File: config.mk
export PLATFORM = sky130hd
export DESIGN_NAME = pkt_frame_ctrl_mp_flat
export DESIGN_NICKNAME = d
export VERILOG_FILES = /design/src/rtl/pkt_frame_ctrl_mp_if.sv /design/src/rtl/pkt_frame_ctrl_mp.sv /design/src/flat_wrapper.sv
export SDC_FILE = /design/constraint.sdc
export NUM_CORES = 1
export LEC_CHECK = 0
export CAP_MARGIN = 15
export CORE_ASPECT_RATIO = 0.5
export CORE_MARGIN = 2
export CORE_UTILIZATION = 54
export CTS_CLUSTER_DIAMETER = 120
export DETAILED_ROUTE_END_ITERATION = 7
export PLACE_DENSITY = 0.91
export SLEW_MARGIN = 25
export SYNTH_ARGS = -nofsm -noshare
export SYNTH_HDL_FRONTEND = slang
export SYNTH_SLANG_ARGS = --single-unit
export TNS_END_PERCENT = 30
File: constraint.sdc
create_clock -name clk -period 2.2 [get_ports clk]
set_clock_uncertainty 0.15 [all_clocks]
set_input_delay 0.22 -clock clk [delete_from_list [all_inputs] [get_ports clk]]
set_output_delay 0.22 -clock clk [all_outputs]
set_load 0.02 [all_outputs]
File: src/rtl/pkt_frame_ctrl_mp_if.sv
// Ingress framing bus shared by all ports: per-port beat valid, start and end of packet.
interface pkt_frame_ctrl_mp_if #(
    parameter int unsigned NUM_PORTS = 4
);
    logic [NUM_PORTS-1:0] val;
    logic [NUM_PORTS-1:0] sop;
    logic [NUM_PORTS-1:0] eop;

    modport master (output val, sop, eop);
    modport slave  (input  val, sop, eop);
endinterface

File: src/rtl/pkt_frame_ctrl_mp.sv
// Multi-port packet framing controller: per-port framing FSM, boundary-gated enable,
// orphan/nested/over-length detection with sticky cause and saturating error counters.
module pkt_frame_ctrl_mp #(
    parameter int unsigned NUM_PORTS = 4,
    parameter int unsigned MAX_LEN   = 64,
    parameter int unsigned ERR_CNT_W = 8
) (
    input  logic                           clk,
    input  logic                           reset_L,
    input  logic [NUM_PORTS-1:0]           cfg_port_enable,
    input  logic                           cfg_len_chk_en,
    pkt_frame_ctrl_mp_if.slave             ing,
    input  logic [NUM_PORTS-1:0]           err_clr,
    output logic [NUM_PORTS-1:0]           enable,
    output logic [NUM_PORTS-1:0]           error,
    output logic [NUM_PORTS-1:0]           in_pkt,
    output logic [3*NUM_PORTS-1:0]         err_cause,
    output logic [ERR_CNT_W*NUM_PORTS-1:0] err_cnt
);
    localparam int unsigned LEN_W = $clog2(MAX_LEN + 1);

    localparam logic [2:0]           C_ORPHAN  = 3'b001;
    localparam logic [2:0]           C_NESTED  = 3'b010;
    localparam logic [2:0]           C_OVERLEN = 3'b100;
    localparam logic [LEN_W-1:0]     LEN_LAST  = LEN_W'(MAX_LEN - 1);
    localparam logic [ERR_CNT_W-1:0] CNT_MAX   = '1;

    typedef enum logic [2:0] {
        ST_RESET,
        ST_IDLE,
        ST_WAIT_EOP,
        ST_ERROR,
        ST_DRAIN
    } state_e;

    state_e                         state_q [NUM_PORTS];
    state_e                         state_d [NUM_PORTS];
    logic [LEN_W-1:0]               len_q   [NUM_PORTS];
    logic [LEN_W-1:0]               len_d   [NUM_PORTS];
    logic [2:0]                     new_cause [NUM_PORTS];
    logic [NUM_PORTS-1:0]           enable_d;
    logic [NUM_PORTS-1:0]           error_d;
    logic [NUM_PORTS-1:0]           in_pkt_d;
    logic [3*NUM_PORTS-1:0]         cause_d;
    logic [ERR_CNT_W*NUM_PORTS-1:0] cnt_d;
    logic [NUM_PORTS-1:0]           sop_i;
    logic [NUM_PORTS-1:0]           eop_i;

    assign sop_i = ing.val & ing.sop;
    assign eop_i = ing.val & ing.eop;

    // Next-state, beat count, and next values of the registered outputs, per port.
    always_comb begin
        enable_d = enable;
        error_d  = '0;
        in_pkt_d = '0;
        cause_d  = err_cause;
        cnt_d    = err_cnt;
        for (int p = 0; p < int'(NUM_PORTS); p++) begin
            state_d[p]   = state_q[p];
            len_d[p]     = len_q[p];
            new_cause[p] = 3'b000;

            case (state_q[p])
                ST_RESET: state_d[p] = ST_IDLE;
                ST_IDLE: begin
                    if (eop_i[p] && !sop_i[p]) begin
                        state_d[p]   = ST_ERROR;
                        new_cause[p] = C_ORPHAN;
                    end else if (sop_i[p] && !eop_i[p]) begin
                        state_d[p] = ST_WAIT_EOP;
                        len_d[p]   = LEN_W'(1);
                    end
                end
                ST_WAIT_EOP: begin
                    if (sop_i[p]) begin
                        state_d[p]   = ST_ERROR;
                        new_cause[p] = C_NESTED;
                    end else if (eop_i[p]) begin
                        state_d[p] = ST_IDLE;
                    end else if (ing.val[p]) begin
                        if (cfg_len_chk_en && len_q[p] == LEN_LAST) begin
                            state_d[p]   = ST_DRAIN;
                            new_cause[p] = C_OVERLEN;
                        end else if (len_q[p] != LEN_LAST) begin
                            len_d[p] = len_q[p] + LEN_W'(1);
                        end
                    end
                end
                ST_DRAIN: begin
                    if (sop_i[p]) begin
                        state_d[p]   = ST_ERROR;
                        new_cause[p] = C_NESTED;
                    end else if (eop_i[p]) begin
                        state_d[p] = ST_IDLE;
                    end
                end
                ST_ERROR: begin
                    if (eop_i[p] && !sop_i[p]) begin
                        new_cause[p] = C_ORPHAN;
                    end else if (sop_i[p] && !eop_i[p]) begin
                        state_d[p] = ST_WAIT_EOP;
                        len_d[p]   = LEN_W'(1);
                    end else begin
                        state_d[p] = ST_IDLE;
                    end
                end
                default: state_d[p] = ST_IDLE;
            endcase

            error_d[p]  = |new_cause[p];
            in_pkt_d[p] = (state_d[p] == ST_WAIT_EOP) || (state_d[p] == ST_DRAIN);
            // Enable only follows config when the port lands between packets.
            if (state_d[p] == ST_IDLE || state_d[p] == ST_ERROR) begin
                enable_d[p] = cfg_port_enable[p];
            end
            cause_d[p*3 +: 3] = (err_clr[p] ? 3'b000 : err_cause[p*3 +: 3]) | new_cause[p];
            if (err_clr[p]) begin
                cnt_d[p*ERR_CNT_W +: ERR_CNT_W] = ERR_CNT_W'(error_d[p]);
            end else if (error_d[p] && err_cnt[p*ERR_CNT_W +: ERR_CNT_W] != CNT_MAX) begin
                cnt_d[p*ERR_CNT_W +: ERR_CNT_W] = err_cnt[p*ERR_CNT_W +: ERR_CNT_W] + ERR_CNT_W'(1);
            end
        end
    end

    always_ff @(posedge clk or negedge reset_L) begin
        if (!reset_L) begin
            for (int p = 0; p < int'(NUM_PORTS); p++) begin
                state_q[p] <= ST_RESET;
                len_q[p]   <= '0;
            end
            enable    <= '0;
            error     <= '0;
            in_pkt    <= '0;
            err_cause <= '0;
            err_cnt   <= '0;
        end else begin
            for (int p = 0; p < int'(NUM_PORTS); p++) begin
                state_q[p] <= state_d[p];
                len_q[p]   <= len_d[p];
            end
            enable    <= enable_d;
            error     <= error_d;
            in_pkt    <= in_pkt_d;
            err_cause <= cause_d;
            err_cnt   <= cnt_d;
        end
    end
endmodule

File: src/flat_wrapper.sv
// flat-port wrapper written by rule: the top's interface ports become plain ports
module pkt_frame_ctrl_mp_flat 
#(
    parameter int unsigned NUM_PORTS = 4,
    parameter int unsigned MAX_LEN   = 64,
    parameter int unsigned ERR_CNT_W = 8
)
  (clk, reset_L, cfg_port_enable, cfg_len_chk_en, err_clr, enable, error, in_pkt, err_cause, err_cnt, ing_val, ing_sop, ing_eop);
  pkt_frame_ctrl_mp_if #(.NUM_PORTS(NUM_PORTS)) ing_i ();
  input  logic clk;
  input  logic reset_L;
  input  logic [NUM_PORTS-1:0] cfg_port_enable;
  input  logic cfg_len_chk_en;
  input  logic [NUM_PORTS-1:0] err_clr;
  output logic [NUM_PORTS-1:0] enable;
  output logic [NUM_PORTS-1:0] error;
  output logic [NUM_PORTS-1:0] in_pkt;
  output logic [3*NUM_PORTS-1:0] err_cause;
  output logic [ERR_CNT_W*NUM_PORTS-1:0] err_cnt;
  input wire logic [$bits(ing_i.val)-1:0] ing_val;
  input wire logic [$bits(ing_i.sop)-1:0] ing_sop;
  input wire logic [$bits(ing_i.eop)-1:0] ing_eop;
  assign ing_i.val = ing_val;
  assign ing_i.sop = ing_sop;
  assign ing_i.eop = ing_eop;
  pkt_frame_ctrl_mp #(.NUM_PORTS(NUM_PORTS), .MAX_LEN(MAX_LEN), .ERR_CNT_W(ERR_CNT_W)) u_core (.clk(clk), .reset_L(reset_L), .cfg_port_enable(cfg_port_enable), .cfg_len_chk_en(cfg_len_chk_en), .ing(ing_i), .err_clr(err_clr), .enable(enable), .error(error), .in_pkt(in_pkt), .err_cause(err_cause), .err_cnt(err_cnt));
endmodule
==> flow_summary_export.csv <==
group,metric,value,unit
timing,fin_crit,2.06,ns
worst_setup_path,cp_num_buf_inv,0,
clock_network,cts.clk_slew.worst_paths,0.07,ns
floorplan,die-area,0.0103,mm^2
routing,wl,11400,um
grt,grt-ovfl-total,0,
floorplan,coreArea,0.00932,mm^2
worst_setup_path,crit_arrival,2.15,ns
clock_network,post-cts-setup-buffers,0,
worst_setup_path,worst_path_largest_cell_delay,0.48,ns
worst_setup_path,crit_chain,"nor4bb_2 > o31ai_4 > a211oi_2 > and3_1 > mux2_1",
finish,drive_above_1_share,15.4,%
placed_design,gp_congestion,0.940,
timing,maxSlewViolCount,0,
power_and_ir_drop,peakVddDrop,515,uV
grt,grt_max_degree,45,
clock_network,tritoncts,"done",
clock_network,cts_root_buf,"clkbuf_16",
yosys,ys_async_sr_fraction,100,%
yosys,synth.area.top_cells,"dfrtp_1, nor2_1, xnor2_1",
clock_network,ctsHtreeMaxLevel,3,
routing,route.detailed.drc,0,
finish,final_cell_mix,"dfrtp_1, clkdlybuf4s50_1, nor2_1",
timing,fmaxAchievable,485,MHz
worst_setup_path,regToRegSetupSlack,0.14,ns
timing,final-setup-viol-count,0,
worst_setup_path,rr_endpoint,"u_core.err_cnt[30]$_DFFE_PN0P_",
floorplan,num_rows,25,
timing,rsz0062_at_grt,"no",
routing,via_per_inst,5.68,
yosys,syn-num-nets,551,
yosys,netlist_instances,520,
routing,first_pass_iters,5,
worst_setup_path,critPathKind,"register to register",
run,maxCapViolations,0,
yosys,ys_ff_latch,96,
floorplan,die_w,141,um
grt,grt_pass1_vias,4149,
yosys,syn_area,0.00510,mm^2
worst_setup_path,worstSetupEndpointType,"register",
yosys,yosysSeqAreaShare,47.1,%
yosys,synth_cell_type_count,63,
clock_network,cts.path.max_buffers,2,
floorplan,die_y,72.7,um
grt,grt_antenna_before_repair,0,
yosys,synth_top_cell_area_share,47.1,%
finish,syn_to_final_growth,31.2,%
routing,vias,4382,
power_and_ir_drop,p_per_area,594,mW/mm^2
yosys,synth_area_per_cell,9.81,um^2
placed_design,io_buffers,78,
clock_network,clk_latency,0.34,ns
finish,mostFrequentLayoutCell,"dfrtp_1",
finish,nNetsFinal,676,
finish,fin_area,0.00670,mm^2
placed_design,dpl-instance-area,0.00635,mm^2
worst_setup_path,crit_family,"simple AND/OR/NAND/NOR gates",
hold_path,hp-class,"input port to async pin",
yosys,synth_ff_type,"dfrtp_1",
timing,max_slew.worst_pin.slew,0.614,ns
timing,fin_crit_sh,93.8,%
grt,grt_pass1_wl,19000,um
routing,drt_iter0_drc,223,
worst_setup_path,worstPathRequired,2.28,ns
worst_setup_path,worst_setup_path_start_kind,"register",
floorplan,io_pins,79,
clock_network,clkSinkCount,96,
yosys,synth_edf_count,0,
worst_setup_path,reg2regPathDepth,5,
routing,antenna_left,0,
finish,antenna_cells,0,
timing,max-slew-margin-rel,58.9,%
worst_setup_path,r2r_start,"u_core.state_q[2]$_DFF_PN0_",
clock_network,cts_buffers,9,
yosys,synth_area_leader_cell,"dfrtp_1",
placed_design,post-dp-hpwl,8170,um
power_and_ir_drop,leakage,2.85,nW
worst_setup_path,slowest_stage,"dfrtp_1",
grt,grt_use_total,22.8,%
floorplan,initial_utilization,54.8,%
worst_setup_path,cp_max_fo,8,
finish,final_util,71.8,%
routing,avgRoutedWirePerCell,14.8,um
timing,hold_violations,0,
outcome,status,"finished, final reports clean",
yosys,ys_warn_count,0,
==> state kept, by name, indices dropped and copies added, names as in the netlist <==
| name | count |
|---|---|
| u_core.err_cause | 12 |
| u_core.state_q | 12 |
| u_core.err_cnt | 32 |
| u_core.in_pkt | 4 |
| u_core.error | 4 |
| u_core.enable | 4 |
| u_core.len_q | 28 |
==> Yosys cell counts (5+ instances only) <==
| library cell | number |
|---|---|
| nor3_1 | 10 |
| nor2b_1 | 17 |
| o31ai_1 | 5 |
| nor3_2 | 7 |
| and3_1 | 9 |
| mux2_2 | 9 |
| nand2_1 | 40 |
| clkbuf_1 | 6 |
| ha_1 | 8 |
| xnor2_1 | 19 |
| inv_1 | 25 |
| buf_2 | 6 |
| a211oi_1 | 6 |
| a21oi_1 | 33 |
| mux2i_1 | 6 |
| nor3b_1 | 6 |
| or3_1 | 13 |
| a21o_1 | 5 |
| nor2_1 | 49 |
| nand2b_1 | 13 |
| o21ai_0 | 26 |
| nand3_1 | 25 |
| nand4_1 | 7 |
| dfrtp_1 | 96 |
==> worst max-delay path by stage <==
stage	startpoint	endpoint	slack, ns	depth (start not counted)
finish	u_core.state_q[2]$_DFF_PN0_	u_core.err_cnt[30]$_DFFE_PN0P_	0.14	5
global route	u_core.len_q[14]$_DFFE_PN0P_	u_core.state_q[8]$_DFF_PN0_	0.005	6
CTS	u_core.len_q[21]$_DFFE_PN0P_	u_core.err_cnt[3]$_DFFE_PN0P_	0.04	6
detailed placement	cfg_len_chk_en	u_core.err_cnt[30]$_DFFE_PN0P_	-0.09	7
global placement	cfg_len_chk_en	u_core.err_cnt[30]$_DFFE_PN0P_	-0.06	7
floorplan	u_core.state_q[0]$_DFF_PN0_	u_core.err_cnt[30]$_DFFE_PN0P_	0.22	5
==> stage by stage <==
step / setup TNS (ns) / total power, mW / hold WS, ns / worst slack, ns / std cells
2_1_floorplan: 0 / 2.12 / -0.226 / 0.220 / 520
3_3_place_gp: -0.0715 / 2.35 / 0.0973 / -0.0571 / 754
3_5_place_dp: -0.201 / 2.37 / 0.0996 / -0.0936 / 754
4_1_cts: 0 / 4.01 / 0.279 / 0.0428 / 771
5_1_grt: 0 / 4.13 / 0.324 / 0.00503 / 771
6_report: 0 / 3.98 / 0.261 / 0.136 / 771
==> cell families (layout without fill, tap and decap cells) <==
family                   count (synthesis)  in the layout  share of synthesized area [%]
multiplexers                            19             19                           4.05
AND/OR/NAND/NOR                        224            224                           24.8
AO/OA/AOI/OAI                          116            116                           15.9
adder cells (fa/ha/maj)                  8              8                           1.96
buffers and inverters                   38            168                           2.94
flip-flops                              96             96                           47.1
XOR/XNOR                                19             19                           3.26
==> report_power, final <==
group          switching, mW  internal (mW)  leakage (nW)
sequential            0.0564           1.82          1.28
clock                  0.733          0.906         0.153
combinational          0.245          0.218          1.42
==> cell type report <==
type | count | area [um^2]
well taps | 121 | 151
multi-input cells | 386 | 2580
inverters | 26 | 97.6
repair buffers | 126 | 1150
flip-flops and latches | 96 | 2400
fillers | 683 | 2630
clock inverters | 7 | 85.1
clock buffers | 9 | 225
==> repair_timing <==
item | 4_1_cts | 5_1_grt
gates resized for setup | 0 | 5
hold endpoints to repair | 41 | 0
setup endpoints to repair | 0 | 15
hold buffers | 1 | 0
==> routing by layer <==
layer  share of wire [%]  up-vias  track usage (%)  wire [um]
li1                    -     2133                -          -
met1                  45     2112             30.0       5170
met2                  49      125             38.8       5530
met3                 4.8       12             4.66        548
met4                 1.3        0             6.67        144
met5                   0        -                0          0
(Power assumes the default switching activity.)
